<file path="config.mk">
export PLATFORM = sky130hd
export DESIGN_NAME = mem_stage
export DESIGN_NICKNAME = d
export VERILOG_FILES = /design/src/rtl/mem_stage.sv
export SDC_FILE = /design/constraint.sdc
export NUM_CORES = 1
export LEC_CHECK = 0
export CAP_MARGIN = 20
export CORE_AREA = 2 2 278 280
export CTS_CLUSTER_SIZE = 40
export DETAILED_ROUTE_END_ITERATION = 6
export DIE_AREA = 0 0 280 282
export PLACE_DENSITY = 0.42
export SYNTH_ARGS = -nofsm -noshare
export SYNTH_HDL_FRONTEND = slang
export SYNTH_SLANG_ARGS = --single-unit
</file>
<file path="constraint.sdc">
create_clock -name clk -period 2.5 [get_ports clk]
set_input_delay 0.5 -clock clk [delete_from_list [all_inputs] [get_ports clk]]
set_output_delay 0.5 -clock clk [all_outputs]
set_load 0.03 [all_outputs]
</file>
<file path="src/rtl/mem_stage.sv">
// mem_stage: memory stage of the RV32I pipeline, between EX/MEM and MEM/WB.
// It issues at most one data-memory request per instruction. It holds the
// pipeline while that request is outstanding. When the response arrives, it
// formats the load data and registers the MEM/WB record.
//
//   state  | meaning
//   S_IDLE | nothing outstanding; a new access is issued from here
//   S_WAIT | request issued, waiting for the dmem_resp pulse
//
// ex_mem_reg layout, MSB first (291 bits):
//   valid, inst[32], pc[32], pc_next[32], rd_s[5], rs1_s[5], rs2_s[5],
//   rs1_v[32], rs2_v[32], regf_we, opcode[7], funct3[3], alu_result[32],
//   mem_addr[32], mem_rmask[4], mem_wmask[4], mem_wdata[32]
// mem_wb_reg layout, MSB first (313 bits):
//   valid, inst[32], pc[32], pc_next[32], rd_s[5], rs1_s[5], rs2_s[5],
//   rs1_v[32], rs2_v[32], regf_we, rd_v[32], mem_addr[32], mem_rmask[4],
//   mem_wmask[4], mem_rdata[32], mem_wdata[32]

module mem_stage #(
  parameter int MAX_WAIT = 255
) (
  input  logic         clk,
  input  logic         rst_n,
  input  logic [290:0] ex_mem_reg,
  output logic [31:0]  dmem_addr,
  output logic [3:0]   dmem_rmask,
  output logic [3:0]   dmem_wmask,
  output logic [31:0]  dmem_wdata,
  input  logic [31:0]  dmem_rdata,
  input  logic         dmem_resp,
  output logic         mem_stall,
  output logic         mem_err,
  output logic [312:0] mem_wb_reg
);

  localparam logic S_IDLE = 1'b0;
  localparam logic S_WAIT = 1'b1;

  localparam logic [6:0] OP_LOAD = 7'b0000011;

  // One spare bit so the counter can sit at MAX_WAIT without wrapping.
  localparam int CNT_W = (MAX_WAIT < 1) ? 1 : $clog2(MAX_WAIT + 2);
  localparam logic [CNT_W-1:0] MAX_W = CNT_W'(MAX_WAIT);

  logic        em_valid;
  logic [31:0] em_inst;
  logic [31:0] em_pc;
  logic [31:0] em_pc_next;
  logic [4:0]  em_rd_s;
  logic [4:0]  em_rs1_s;
  logic [4:0]  em_rs2_s;
  logic [31:0] em_rs1_v;
  logic [31:0] em_rs2_v;
  logic        em_regf_we;
  logic [6:0]  em_opcode;
  logic [2:0]  em_funct3;
  logic [31:0] em_alu_result;
  logic [31:0] em_mem_addr;
  logic [3:0]  em_mem_rmask;
  logic [3:0]  em_mem_wmask;
  logic [31:0] em_mem_wdata;

  assign {em_valid, em_inst, em_pc, em_pc_next, em_rd_s, em_rs1_s, em_rs2_s,
          em_rs1_v, em_rs2_v, em_regf_we, em_opcode, em_funct3, em_alu_result,
          em_mem_addr, em_mem_rmask, em_mem_wmask, em_mem_wdata} = ex_mem_reg;

  logic             state;
  logic [CNT_W-1:0] cnt;
  logic [CNT_W-1:0] cnt_inc;
  logic             access;
  logic             req;
  logic             done;
  logic             use_load;
  logic [1:0]       off;
  logic [7:0]       ld_byte;
  logic [15:0]      ld_half;
  logic [31:0]      ld_fmt;
  logic [31:0]      rd_v;
  logic [312:0]     wb_nxt;

  assign access  = em_valid && ((em_mem_rmask != 4'b0) || (em_mem_wmask != 4'b0));
  // Gating with rst_n keeps the bus quiet while reset is held, even if EX presents an access.
  assign req     = rst_n && (state == S_IDLE) && access;
  assign done    = (state == S_WAIT) && dmem_resp;
  assign cnt_inc = cnt + 1'b1;

  assign dmem_addr  = {em_mem_addr[31:2], 2'b00};
  assign dmem_rmask = req ? em_mem_rmask : 4'b0;
  assign dmem_wmask = req ? em_mem_wmask : 4'b0;
  assign dmem_wdata = em_mem_wdata;
  assign mem_stall  = (state == S_IDLE) ? req : !dmem_resp;

  // Extract the addressed byte/half from the returned word and extend it by funct3.
  always_comb begin
    off     = em_mem_addr[1:0];
    ld_byte = dmem_rdata[{off, 3'b000} +: 8];
    ld_half = dmem_rdata[{off[1], 4'b0000} +: 16];
    case (em_funct3)
      3'b000:  ld_fmt = {{24{ld_byte[7]}}, ld_byte};
      3'b100:  ld_fmt = {24'b0, ld_byte};
      3'b001:  ld_fmt = {{16{ld_half[15]}}, ld_half};
      3'b101:  ld_fmt = {16'b0, ld_half};
      default: ld_fmt = dmem_rdata;
    endcase
  end

  // Build the MEM/WB record; load data is only meaningful on the completing cycle.
  always_comb begin
    use_load = done && (em_opcode == OP_LOAD);
    rd_v     = use_load ? ld_fmt : em_alu_result;
    if ((em_rd_s == 5'd0) || !em_regf_we) begin
      rd_v = 32'b0;
    end
    wb_nxt = {em_valid, em_inst, em_pc, em_pc_next, em_rd_s, em_rs1_s, em_rs2_s,
              em_rs1_v, em_rs2_v, em_regf_we, rd_v, em_mem_addr, em_mem_rmask,
              em_mem_wmask, (use_load ? dmem_rdata : 32'b0), em_mem_wdata};
  end

  // Request FSM, wait counter and sticky watchdog flag.
  always_ff @(posedge clk or negedge rst_n) begin
    if (!rst_n) begin
      state   <= S_IDLE;
      cnt     <= '0;
      mem_err <= 1'b0;
    end else begin
      case (state)
        S_IDLE: begin
          cnt <= '0;
          if (access) begin
            state <= S_WAIT;
          end
        end
        default: begin
          if (dmem_resp) begin
            state <= S_IDLE;
            cnt   <= '0;
          end else begin
            if (cnt != '1) begin
              cnt <= cnt_inc;
            end
            // The watchdog only flags a stuck access; the access itself keeps waiting.
            if ((MAX_WAIT != 0) && (cnt_inc == MAX_W)) begin
              mem_err <= 1'b1;
            end
          end
        end
      endcase
    end
  end

  // MEM/WB register: pass-through when idle, bubble while waiting, one commit on response.
  always_ff @(posedge clk or negedge rst_n) begin
    if (!rst_n) begin
      mem_wb_reg <= '0;
    end else if (state == S_IDLE) begin
      if (access) begin
        mem_wb_reg[312] <= 1'b0;
      end else begin
        mem_wb_reg <= wb_nxt;
      end
    end else if (dmem_resp) begin
      mem_wb_reg <= wb_nxt;
    end else begin
      mem_wb_reg[312] <= 1'b0;
    end
  end

endmodule

</file>
==> impl_metrics.env <==
export IMPL_worst_pin_slew_ns=1.07
export IMPL_clock_sinks=324
export IMPL_holdWs_ns=-0.0599
export IMPL_grt_busiest_layer="met2"
export IMPL_min_period_ns=2.37
export IMPL_drtIter0Drc=410
export IMPL_antenna_left=0
export IMPL_dr_pass1_iters=4
export IMPL_yosysMostFrequentCell="dfrtp_1"
export IMPL_syn_area_um2=14000
export IMPL_syn2layout_area_growth_pct=69.2
export IMPL_cap_violations=0
export IMPL_dieArea_um2=79000
export IMPL_synth_main_ff_cell="dfrtp_1"
export IMPL_start_util_pct=18.5
export IMPL_row_count=101
export IMPL_final_max_slew_viol_count=0
export IMPL_status="finished, violations left"
export IMPL_hold_violations=12
export IMPL_hp_class="input pin to async pin"
export IMPL_via_per_inst=3.99
export IMPL_power_density_nw_per_um2=798
export IMPL_io_buffer_count=710
export IMPL_synth_top_area_cell="dfrtp_1"
export IMPL_grt_max_degree=157
export IMPL_max_freq_mhz=422
export IMPL_use_met1_pct=15.7
export IMPL_cp_data_arrival_time_ns=1.87
export IMPL_overflow=0
export IMPL_grt_pass1_wl_um=82900
export IMPL_synth_common_cells="324 x dfrtp_1, 214 x mux2_2, 84 x buf_4, 37 x mux2_4, 32 x a22o_1"
export IMPL_vias=10800
export IMPL_synthCells=997
export IMPL_ys_seq_elements=324
export IMPL_cts_buffers=43
export IMPL_cts_root_buf="clkbuf_16"
export IMPL_die_width_um=280
export IMPL_wl_um=58900
export IMPL_cts_buffer_depth=3
export IMPL_detailed_place_hpwl_um=46100
export IMPL_async_flop_share_pct=100
export IMPL_antenna_found_initial=6
export IMPL_crit_path_start_kind="input pin"
export IMPL_pin_count=713
export IMPL_synth_top_area_share_pct=58.0
export IMPL_grt_total_usage_pct=14.3
export IMPL_final_cell_area_um2=23700
export IMPL_nets=2032
export IMPL_wl_per_cell_um=21.7
export IMPL_setup_ws_ns=0.132
export IMPL_dp_cells=2635
export IMPL_place_area_um2=22300
export IMPL_layout_drive_gt1_share_pct=23.7
export IMPL_cp_end_kind="output pin"
export IMPL_relSlewSlack_pct=28.6
export IMPL_clock_skew_ns=0.0194
export IMPL_fin_crit_sh_pct=94.7
export IMPL_leakagePower_nw=9.68
export IMPL_tritoncts="built"
export IMPL_drc=0
export IMPL_first_global_vias=11600
export IMPL_cp_max_fo=3
export IMPL_die_h_um=282
export IMPL_core_area_um2=75700
export IMPL_met3_usage_pct=5.20
export IMPL_clock_latency_ns=0.55
export IMPL_crit_type="input pin to output pin"
export IMPL_irDropWorstVdd_mv=0.360
export IMPL_path_clk_slew_ns=0.06
export IMPL_critical_path_required_ns=2.00
export IMPL_violations="hold timing"
export IMPL_htreeDepth=2
export IMPL_synth_edf_count=0
export IMPL_yosysWarnings=0
export IMPL_stdcell_count=2714
export IMPL_largest_register_ffs=313
export IMPL_report_final_setup_viol=0
export IMPL_synth_area_leaders="dfrtp_1 58%, mux2_2 17%, buf_4 4.5%"
export IMPL_tns_ns=0
export IMPL_postCtsSetupBuffers=0
export IMPL_place_congestion=0.811
export IMPL_rsz0062_at_grt="no"
export IMPL_postSynthAreaPerCell_um2=14.0
export IMPL_grtUsageMet2_pct=25.9
export IMPL_synth_seq_area_share_pct=58.0
export IMPL_ys_types=60
export IMPL_place_ws_ns=-0.339
placed cells by master, fill, tap and decap left out, types with 9 or more instances in the layout:
cell,synthesis,layout
a21oi_1,12,12
nor2_1,31,31
nand2b_1,13,13
clkdlybuf4s50_1,0,700
o32ai_1,17,17
a221oi_1,18,18
buf_12,4,22
buf_4,84,61
o221ai_1,10,10
inv_1,27,27
a22o_1,32,32
dfrtp_1,324,324
nor2b_1,19,19
mux2_4,37,37
clkbuf_16,0,43
and2_1,10,10
mux2i_1,12,12
clkbuf_8,0,16
a32o_1,9,9
nand2_1,17,17
mux2_2,214,214
final cells by class:
| class | instances | area [µm²] |
|---|---|---|
| inverters | 29 | 109 |
| diodes | 3 | 7.51 |
| fillers | 7603 | 52000 |
| flip-flops and latches | 324 | 8110 |
| well taps | 978 | 1220 |
| repair buffers | 785 | 7930 |
| clock buffers | 65 | 1320 |
| clock inverters | 10 | 78.8 |
| multi-input cells | 520 | 4900 |
metrics by stage:
step | util [%] | power [mW]
final | 31.3 | 18.9
after global routing | 31.3 | 19.8
after CTS | 31.3 | 19.3
after detailed placement | 29.4 | 13.0
after global placement | 29.4 | 13.0
after floorplan | - | 9.84
per-layer routing:
| metal | wire length [µm] | vias to the layer above | share of wire [%] |
|---|---|---|---|
| met5 | 21 | - | 0.036 |
| met3 | 5100 | 71 | 8.6 |
| met1 | 21900 | 5343 | 37 |
| met2 | 30600 | 465 | 52 |
| met4 | 1280 | 4 | 2.2 |
| li1 | - | 4953 | - |
final timing paths:
check                      slack, ns              end      startpoint  cells after the start
max                             0.13        mem_stall  ex_mem_reg[36]                      7
min                            -0.06   mem_wb_reg[43]           rst_n                      2
max reg2reg                     0.36          mem_err          cnt[0]                      8
min reg2reg                     0.48          mem_err         mem_err                      1
max in group asynchronous       1.62  mem_wb_reg[193]           rst_n                      2
min in group clk                0.48          mem_err         mem_err                      1
kinds of logic (layout without fill, tap and decap cells):
logic type	count (synthesis)	after routing	synth area share, %
compound gates	126	126	7.57
xor+xnor	7	7	0.438
fa+ha+maj	3	3	0.268
buf+inv	154	889	7.14
flops	324	324	58.0
mux	263	263	22.1
other cells	1	5	0.0268
simple gates	119	119	4.56
worst max-delay path, cell delays in order:
cell and delay [ns]:
clkdlybuf4s50_1 0.52, nor4_2 0.34, buf_4 0.16, nand2_1 0.06
nand2_1 0.07, nand2_1 0.05, buf_4 0.17
report_power, final:
group	internal, mW	total, mW	switching, mW
Clock	3.63	6.09	2.47
Sequential	6.06	6.48	0.420
Combinational	2.96	6.33	3.37
repair_timing:
item | 4_1_cts | 5_1_grt
resized for setup | 0 | 2
hold buffers | 1 | 0
hold endpoints to repair | 3 | 0
setup endpoints to repair | 0 | 9
Note: power is estimated with default switching activity, not from simulation.
